**src/rtl/proc_sequencer.sv**
```systemverilog
// proc_sequencer: multi-cycle fetch/decode/execute sequencer for the Lab 9 datapath.
// Owns PC and IR, fetches over a req/valid handshake, and drives bus-mux and register enables.
`default_nettype none

module proc_sequencer #(
    parameter int             AW         = 8,
    parameter logic [AW-1:0]  START_ADDR = '0
) (
    input  logic          CLK,
    input  logic          RESETN,
    input  logic          RUN,
    output logic          MEM_RD,
    output logic [AW-1:0] MEM_ADDR,
    input  logic          MEM_VALID,
    input  logic [8:0]    MEM_DATA,
    input  logic          G_ZERO,
    output logic [9:0]    MUXLINE,
    output logic [9:0]    REGSELECTORS,
    output logic          ADDSUB,
    output logic          DONE,
    output logic          BUSY,
    output logic [AW-1:0] PC,
    output logic [8:0]    IR
);

    localparam logic [AW-1:0] PC_INC  = {{(AW-1){1'b0}}, 1'b1};
    localparam logic [2:0]    OP_MV   = 3'b001;
    localparam logic [2:0]    OP_MVI  = 3'b010;
    localparam logic [2:0]    OP_ADD  = 3'b011;
    localparam logic [2:0]    OP_SUB  = 3'b100;
    localparam logic [2:0]    OP_MVNZ = 3'b101;

    typedef enum logic [2:0] {
        IDLE   = 3'd0,
        FETCH  = 3'd1,
        DECODE = 3'd2,
        EXEC   = 3'd3,
        IMM    = 3'd4,
        ALU_A  = 3'd5,
        ALU_G  = 3'd6,
        WB     = 3'd7
    } state_t;

    state_t          state;
    logic [AW-1:0]   pc;
    logic [8:0]      ir;
    logic [2:0]      opcode;
    logic [9:0]      x_onehot;
    logic [9:0]      y_onehot;
    state_t          next_instr;

    assign opcode     = ir[8:6];
    assign x_onehot   = 10'b1 << ir[5:3];
    assign y_onehot   = 10'b1 << ir[2:0];
    // RUN is only consulted at IDLE and at the DONE cycle of an instruction.
    assign next_instr = RUN ? FETCH : IDLE;

    always_ff @(posedge CLK) begin
        if (!RESETN) begin
            state <= IDLE;
            pc    <= START_ADDR;
            ir    <= '0;
        end else begin
            case (state)
                IDLE:   if (RUN) state <= FETCH;
                FETCH: begin
                    if (MEM_VALID) begin
                        ir    <= MEM_DATA;
                        pc    <= pc + PC_INC;
                        state <= DECODE;
                    end
                end
                DECODE: begin
                    case (opcode)
                        OP_MVI:         state <= IMM;
                        OP_ADD, OP_SUB: state <= ALU_A;
                        default:        state <= EXEC;
                    endcase
                end
                EXEC:   state <= next_instr;
                IMM: begin
                    if (MEM_VALID) begin
                        pc    <= pc + PC_INC;
                        state <= next_instr;
                    end
                end
                ALU_A:  state <= ALU_G;
                ALU_G:  state <= WB;
                WB:     state <= next_instr;
                default: state <= IDLE;
            endcase
        end
    end

    always_comb begin
        MEM_RD       = 1'b0;
        MUXLINE      = '0;
        REGSELECTORS = '0;
        ADDSUB       = 1'b0;
        DONE         = 1'b0;
        case (state)
            FETCH: MEM_RD = 1'b1;
            EXEC: begin
                DONE = 1'b1;
                if (opcode == OP_MV || (opcode == OP_MVNZ && !G_ZERO)) begin
                    MUXLINE      = y_onehot;
                    REGSELECTORS = x_onehot;
                end
            end
            IMM: begin
                MEM_RD = 1'b1;
                if (MEM_VALID) begin
                    MUXLINE      = 10'h200;
                    REGSELECTORS = x_onehot;
                    DONE         = 1'b1;
                end
            end
            ALU_A: begin
                MUXLINE      = x_onehot;
                REGSELECTORS = 10'h100;
            end
            ALU_G: begin
                MUXLINE      = y_onehot;
                REGSELECTORS = 10'h200;
                ADDSUB       = (opcode == OP_ADD);
            end
            WB: begin
                MUXLINE      = 10'h100;
                REGSELECTORS = x_onehot;
                DONE         = 1'b1;
            end
            default: ;
        endcase
    end

    assign BUSY     = (state != IDLE);
    assign MEM_ADDR = pc;
    assign PC       = pc;
    assign IR       = ir;

endmodule

`default_nettype wire

```
**config.mk**
```make
export PLATFORM = sky130hd
export DESIGN_NAME = proc_sequencer
export DESIGN_NICKNAME = d
export VERILOG_FILES = /design/src/rtl/proc_sequencer.sv
export SDC_FILE = /design/constraint.sdc
export NUM_CORES = 1
export LEC_CHECK = 0
export CELL_PAD_IN_SITES_DETAIL_PLACEMENT = 2
export CELL_PAD_IN_SITES_GLOBAL_PLACEMENT = 2
export CORE_MARGIN = 2
export CORE_UTILIZATION = 25
export DETAILED_ROUTE_END_ITERATION = 16
export PLACE_DENSITY_LB_ADDON = 0.25
export SYNTH_ARGS = -nofsm -noshare
export SYNTH_HDL_FRONTEND = slang
export SYNTH_SLANG_ARGS = --single-unit
```
**constraint.sdc**
```tcl
create_clock -name CLK -period 2.2 [get_ports CLK]
set_input_delay 0.44 -clock CLK [delete_from_list [all_inputs] [get_ports CLK]]
set_output_delay 0.44 -clock CLK [all_outputs]
set_load 0.05 [all_outputs]
```
# After elaboration in Yosys (flattened, before gate mapping)
# Cells that the tools add are included.
# word_totals
regBits,20
output_inout_bits,49
# classes
eq_ne,15
muxes,16
addsub,1
shifts,2
n_reduce_logical,11
# ops
op,count
one-hot mux 10 bit (5 select lines),2
2-to-1 mux 10 bit,4
one-hot mux 3 bit (7 select lines),1
"<< shifter 1 x 3 -> 10 bit, first input constant",2
"equality test 3 bit, second input constant",6
"equality test 3 x 2 -> 1 bit, second input constant",4
2-to-1 mux 3 bit,3
"adder 8 x 1 -> 8 bit, second input constant",1
"equality test 3 x 1 -> 1 bit, second input constant",2
"inequality test 2 bit, second input constant",3
one-hot mux 3 bit (2 select lines),1
OR reduction 2 bit,3
2-to-1 mux 1 bit,4
AND reduction 2 bit,2
logical NOT 3 bit,1
AND reduction 3 bit,1
nonzero test 3 bit,1
one-hot mux 1 bit (2 select lines),1
logical AND 1 bit,1
logical NOT 1 bit,1
logical OR 1 bit,1

# Logic depth before layout (Yosys ltp)
# Gate-level depths: netlist of the first run.
# depth
word_depth,5
mapped_depth,6
mapped_depth_nobuf,5

# Least setup slack after synthesis of the first run
# No wires, ideal clock.
# synth_path
kind,register to output
from,"reg ir[6], in the netlist IR[6]"
to,out REGSELECTORS[0]
path_stages_with_launch,5
arrival_ps,2731
slack_ps,-971
path_buffers,0
path_cell_list,dfxtp_1 > nand2b_1 > o21ai_1 > a31oi_4 > nor4_1
# synth_between
elab_chain_cells,5
word_cells_on_any_way,6
classes_between,eq/ne (2); mux (2); reduce/logical (2)
# synth_lines
item,line,source
start: declaration,46,logic [8:0] ir;
start signal: assignment,62,ir <= '0;
start signal: assignment,68,ir <= MEM_DATA;
equality test 3 bit,105,if (opcode == OP_MV || (opcode == OP_MVNZ && !G_ZERO)) begin
logical AND 1 bit,105,
logical OR 1 bit (*),105,
2-to-1 mux 10 bit (*),105,
one-hot mux 10 bit (5 select lines) (*),101,case (state)
end: declaration,18,"output logic [9:0] REGSELECTORS,"
# Mark *: on every way between the ends. The rest lies on a longest branch, timed or not.

# Worst setup path after layout of the first run
# layout_path
from,"reg ir[7], in the netlist IR[7]"
to,out MUXLINE[0]
# layout_between
elab_chain_cells,5
word_cells_on_any_way,6
classes_between,eq/ne (2); mux (2); reduce/logical (2)
# layout_lines
item,line,source
equality test 3 bit,105,
logical AND 1 bit,105,
logical OR 1 bit (*),105,
2-to-1 mux 10 bit (*),105,
one-hot mux 10 bit (5 select lines) (*),101,
end: declaration,17,"output logic [9:0] MUXLINE,"
# Marked as above.

==> results_dict.tcl, run 1 <==
set metrics [dict create \
    outcome "finished, violations left" \
    violations "negative setup slack" \
    port_buffers 62 \
    antenna_cells 0 \
    clk_latency_ns 0.27 \
    fmax_ghz 0.445 \
    synth_edf_count 0 \
    fin_ws_ns -0.0450 \
    rows 27 \
    synth_fp_nets 175 \
    yosysSeqAreaShare_pct 28.6 \
    hold_viol 0 \
    drive_gt1_share_pct 41.7 \
    synth_ff_type "dfxtp_1" \
    drc 0 \
    netlist_area_um2 1400 \
    powerDensity_nw_per_um2 389 \
    cp_cell_sequence "nand2b_4 -> o31ai_4 -> nand3b_4 -> o31ai_4 -> buf_12" \
    worst-path-stages 5 \
    drv_slew 0 \
    vias_per_cell 4.94 \
    fillers 571 \
    synthAdderAreaFrac_pct 0.894 \
    endpoint_kind "output port" \
    area_growth_pct 93.4 \
    synth_top_family_by_area "simple AND/OR/NAND/NOR gates" \
    io_pins 63 \
    ir_worst_vdd_mv 0.253 \
    path_class "flip-flop to output port" \
    grt_max_degree 22 \
    cts_max_level 1 \
    track_usage_pct 19.3 \
    grt_pass1_vias 1740 \
    worst_ep_arrival_time_ns 1.80 \
    combPwrFrac_pct 29.6 \
    power.switching_uw 352 \
    muxShareOfSynthArea_pct 0.715 \
    path_max_fanout 4 \
    setup_tns_ns -0.0450 \
    post_dp_cell_area_um2 2540 \
    gp_congestion 0.814 \
    synth_compound_area_share_pct 19.3 \
    finClkSkew_ns 0.00560 \
    ys.warnings.count 0 \
    crit_required_ns 1.76 \
    die_h_um 78.8 \
    clkPwrFrac_pct 31.9 \
    path_buf_inv 1 \
    wl_per_cell_um 18.7 \
    setup_violations 1 \
    synth-xor-area-share_pct 5.72 \
    synth.distinct_cells 48 \
    max_slew_margin_pct 56.4 \
    period_share_pct 102 \
    dp_cells 292 \
    fin_crit_ns 2.24 \
    initial_core_util_pct 25.6 \
    drt_wl_total_um 5610 \
    dp_hpwl_um 4290 \
    rr_worst_depth 5 \
    yosys.area_share.simple_pct 36.2 \
    cp-start-kind "flip-flop" \
    cts_buffers 3 \
    ys_ff_latch 20 \
    clockBufferDepth 2 \
    switching_share_pct 33.4 \
    final_antenna_net_count 0 \
    hold_depth 2 \
    fin_area_um2 2710 \
    antenna_found_initial 0 \
    cp_common_cell "o31ai_4" \
    grt_overflow_total 0 \
    syn_inst 160 \
    worst_pin_slew_ns 0.652 \
    dieArea_um2 6210 \
    nNetsFinal 244 \
    die_w_um 78.8 \
    crit_slowest_cell "o31ai_4" \
    avgSynthCellArea_um2 8.75 \
    slowest_delay_ns 0.36 \
    p_seq_share_pct 38.5 \
    fp.coreArea_um2 5470 \
    cts-root-buf "clkbuf_8" \
    instances_no_fill 300 \
    synthArstFlopShare_pct 0 \
    routed-via-count 1481 \
    cts_tree "built" \
    hold_class "flip-flop to flip-flop" \
    grt_pass1_wl_um 9340 \
    p_int_uw 703 \
    p_total_uw 1050 \
    firstDrtPassIters 4 \
    clk_pin_slew_ns 0.09 \
    fin_util_pct 49.5 \
    first_iter_violations 27 \
    p_leak_uw 0.00112 \
    cts_sinks 20 \
    rsz0062_at_grt "true" \
    cp_top_family "compound AO/OA/AOI/OAI gates" \
    cap_violations 0 \
]
==> power groups by stage <==
| stage | Clock, uW | Combinational, uW | Sequential [uW] |
|---|---|---|---|
| 2_1_floorplan | 0 | 156 | 444 |
| 3_3_place_gp | 0 | 293 | 412 |
| 3_5_place_dp | 0 | 301 | 415 |
| 4_1_cts | 343 | 313 | 406 |
| 5_1_grt | 358 | 331 | 410 |
| 6_report | 336 | 312 | 406 |
==> cell families after synthesis <==
group	count (synthesis)
AND/OR/NAND/NOR	80
AO/OA/AOI/OAI	33
flip-flops	20
buffers and inverters	18
XOR/XNOR	7
multiplexers	1
adder cells (fa/ha/maj)	1
==> metrics by stage <==
step | hold slack, ns | setup WS [ns]
final | 0.506 | -0.0450
after global routing | 0.538 | -0.0910
after CTS | 0.511 | -0.0468
after detailed placement | 0.498 | -0.247
after global placement | 0.470 | -0.206
after floorplan | 0.556 | -0.0852
==> cell usage after synthesis (4+ instances only) <==
| cell type | instances | area (um^2) |
|---|---|---|
| nand2b_1 | 7 | 43.8 |
| and3_1 | 4 | 25.0 |
| dfxtp_1 | 20 | 400 |
| nor3_2 | 4 | 40.0 |
| xor2_1 | 6 | 52.6 |
| and2_1 | 7 | 43.8 |
| a21boi_1 | 9 | 67.6 |
| o22ai_1 | 6 | 37.5 |
| nand2_1 | 25 | 93.8 |
| buf_4 | 9 | 67.6 |
| nor2_1 | 6 | 22.5 |
| nand3_1 | 5 | 25.0 |
==> final cells by class <==
cell class / count / area, um^2 / area share [%]
well taps: 72 / 90.1 / 3.33
flip-flops and latches: 20 / 418 / 15.4
clock buffers: 4 / 66.3 / 2.45
multi-input cells: 122 / 1110 / 40.9
repair buffers: 80 / 1010 / 37.4
inverters: 2 / 15.0 / 0.555
==> final timing paths <==
check                            startpoint     endpoint  slack, ns
worst max-delay path                  IR[7]   MUXLINE[0]      -0.04
worst min-delay path            MEM_ADDR[7]  MEM_ADDR[7]       0.51
worst max register to register     state[1]        IR[3]       0.73
worst min register to register  MEM_ADDR[7]  MEM_ADDR[7]       0.51
==> metal layers <==
metal | vias up | wire length (um) | GRT usage (%)
met5 | - | 0 | 0
met4 | 0 | 25 | 3.62
met3 | 2 | 175 | 2.50
met2 | 40 | 3250 | 39.7
met1 | 745 | 2160 | 20.7
li1 | 694 | - | -
==> worst reg2reg max path, stage by stage (launching register included) <==
cell	delay [ns]
dfxtp_1	0.37
buf_4	0.19
nor2b_4	0.17
and3_1	0.39
nand2_1	0.12
a21boi_1	0.16
==> timing repair <==
| item | CTS | global route |
|---|---|---|
| buffers inserted | 4 | 0 |
| pin swaps | 4 | 2 |
| gates resized for setup | 15 | 1 |
| setup endpoints to repair | 16 | 10 |
| endpoints found under the hold margin | 0 | 0 |
| hold buffers | 0 | 0 |
==> registers in the layout, indices dropped and copies added (netlist names) <==
register	count
state	3
IR	9
MEM_ADDR	8
==> layout by cell type (no fill, tap or decap), types with 3 or more instances in the layout <==
cell type / count
buf_12: 26
nor2_1: 6
nand2b_4: 4
and2_1: 6
nand2b_1: 5
o21ai_0: 3
nor3b_4: 3
buf_4: 19
nor3_2: 3
o22ai_2: 5
clkbuf_8: 3
dfxtp_1: 14
nand3_1: 5
a21boi_1: 9
a21boi_0: 3
xor2_1: 6
and3_1: 4
nand2_1: 24
clkdlybuf4s50_1: 33
nor3_4: 4
dfxtp_4: 4
(Power assumes the default switching activity.)
==> inputs of run 2 (changes only) <==
--- a/config.mk
+++ b/config.mk
@@ -8,7 +8,7 @@
 export CELL_PAD_IN_SITES_DETAIL_PLACEMENT = 2
 export CELL_PAD_IN_SITES_GLOBAL_PLACEMENT = 2
 export CORE_MARGIN = 2
-export CORE_UTILIZATION = 25
+export CORE_UTILIZATION = 21
 export DETAILED_ROUTE_END_ITERATION = 16
 export PLACE_DENSITY_LB_ADDON = 0.25
 export SYNTH_ARGS = -nofsm -noshare
==> constraint.sdc (replaced) <==
create_clock -name CLK -period 1.89 [get_ports CLK]
set_input_delay 0.378 -clock CLK [delete_from_list [all_inputs] [get_ports CLK]]
set_output_delay 0.378 -clock CLK [all_outputs]
set_load 0.05 [all_outputs]
==> results_dict.tcl, run 2 (synthesized netlist as in run 1, its figures left out) <==
set metrics [dict create \
    grt_pass1_wl_um 8590 \
    finClkSkew_ns 0.00643 \
    ir_worst_vdd_mv 0.196 \
    rr_worst_depth 8 \
    io_pins 63 \
    fmax_ghz 0.468 \
    cts_buffers 3 \
    clk_pin_slew_ns 0.07 \
    dieArea_um2 7340 \
    hold_viol 0 \
    port_buffers 62 \
    vias_per_cell 4.65 \
    die_h_um 85.7 \
    period_share_pct 113 \
    firstDrtPassIters 3 \
    dp_hpwl_um 4390 \
    cap_violations 0 \
    hold_class "flip-flop to flip-flop" \
    worst-path-stages 5 \
    cp_cell_sequence "and2_4 -> o31ai_4 -> nand3_4 -> o32ai_4 -> buf_12" \
    drive_gt1_share_pct 55.4 \
    hold_depth 2 \
    clk_latency_ns 0.25 \
    wl_per_cell_um 17.1 \
    die_w_um 85.7 \
    routed-via-count 1483 \
    max_slew_margin_pct 70.0 \
    crit_slowest_cell "o31ai_4" \
    endpoint_kind "output port" \
    p_leak_uw 0.00119 \
    largest_reg_flops 9 \
    antenna_cells 0 \
    cts_max_level 1 \
    path_buf_inv 1 \
    drv_slew 0 \
    cts_tree "built" \
    final_common_cell "buf_4" \
    violations "negative setup slack" \
    fin_util_pct 43.0 \
    worst_pin_slew_ns 0.449 \
    path_max_fanout 4 \
    initial_core_util_pct 21.9 \
    path_class "flip-flop to output port" \
    rows 29 \
    cp_top_family "compound AO/OA/AOI/OAI gates" \
    clockBufferDepth 2 \
    area_growth_pct 96.2 \
    cp-start-kind "flip-flop" \
    setup_violations 16 \
    cts_sinks 20 \
    slowest_delay_ns 0.37 \
    fp.coreArea_um2 6390 \
    worst_ep_arrival_time_ns 1.76 \
    grt_max_degree 12 \
    grt_overflow_total 0 \
    crit_required_ns 1.51 \
    gp_congestion 0.768 \
    drc 0 \
    timing.hold.ws_ns 0.510 \
    final_antenna_net_count 0 \
    first_iter_violations 25 \
    setup_tns_ns -2.97 \
    fin_ws_ns -0.246 \
    outcome "finished, violations left" \
    fin_crit_ns 2.14 \
    final_cell_mix "51 x buf_4, 24 x nand2_1, 21 x buf_12" \
    grt_pass1_vias 1634 \
    track_usage_pct 14.8 \
    antenna_found_initial 0 \
    powerDensity_nw_per_um2 415 \
    nNetsFinal 258 \
    drt_wl_total_um 5440 \
    cts-root-buf "clkbuf_8" \
    pre_cts_ws_ns -0.506 \
    rsz0062_at_grt "true" \
]
run 2: cell count changes in the layout (fill, tap and decap cells not counted), sizes merged:
cell,delta
inv,-1
clkdlybuf4s15,-1
buf,+36
clkinv,+1
clkdlybuf4s50,-22
dlygate4sd2,+1
run 2: per-stage QoR:
step,cells,cell area [um^2],power (uW)
2_1_floorplan,160,1660,704
3_3_place_gp,306,2560,844
3_5_place_dp,306,2560,856
4_1_cts,314,2690,1160
5_1_grt,319,2750,1210
6_report,319,2750,1140
run 2: power breakdown:
group,switching [uW],internal [uW],total (uW)
clock network,131,150,281
registers,38.7,436,475
logic,215,169,384
total,384,755,1140
run 2: path summary, 6_finish.rpt:
check                                  from          end  slack, ns
worst max-delay path                  IR[8]   MUXLINE[1]      -0.25
worst min-delay path            MEM_ADDR[7]  MEM_ADDR[7]       0.51
worst max register to register     state[2]        IR[3]       0.34
worst min register to register  MEM_ADDR[7]  MEM_ADDR[7]       0.51
run 2: layout make-up:
class,instances,area [um^2]
repair buffers,94,1030
multi-input cells,122,1130
inverters,2,20.0
clock buffers,4,45.0
well taps,77,96.3
fillers,682,3640
flip-flops and latches,20,423
run 2: what timing repair did:
| item | in CTS | in global routing |
|---|---|---|
| resized for setup | 15 | 5 |
| buffers inserted | 4 | 7 |
| setup endpoints to repair | 18 | 17 |
| gates cloned | 0 | 0 |
| pin swaps | 12 | 5 |
| hold buffers | 0 | 0 |
run 2: routing by layer:
metal  vias to the layer above  share of wire, %  track usage [%]  wire, um
met2                        30                59             30.5      3200
li1                        718                 -                -         -
met3                         2               2.5             1.15       135
met4                         0              0.44             3.03        24
met1                       733                38             16.2      2080
met5                         -                 0                0         0
run 2: worst reg2reg max path: cells and delay by family, from the launching register on:
kind	cells	cell delay, ns
buffers and inverters	5	0.55
AND/OR/NAND/NOR	2	0.41
AO/OA/AOI/OAI	1	0.15
flip-flops	1	0.36
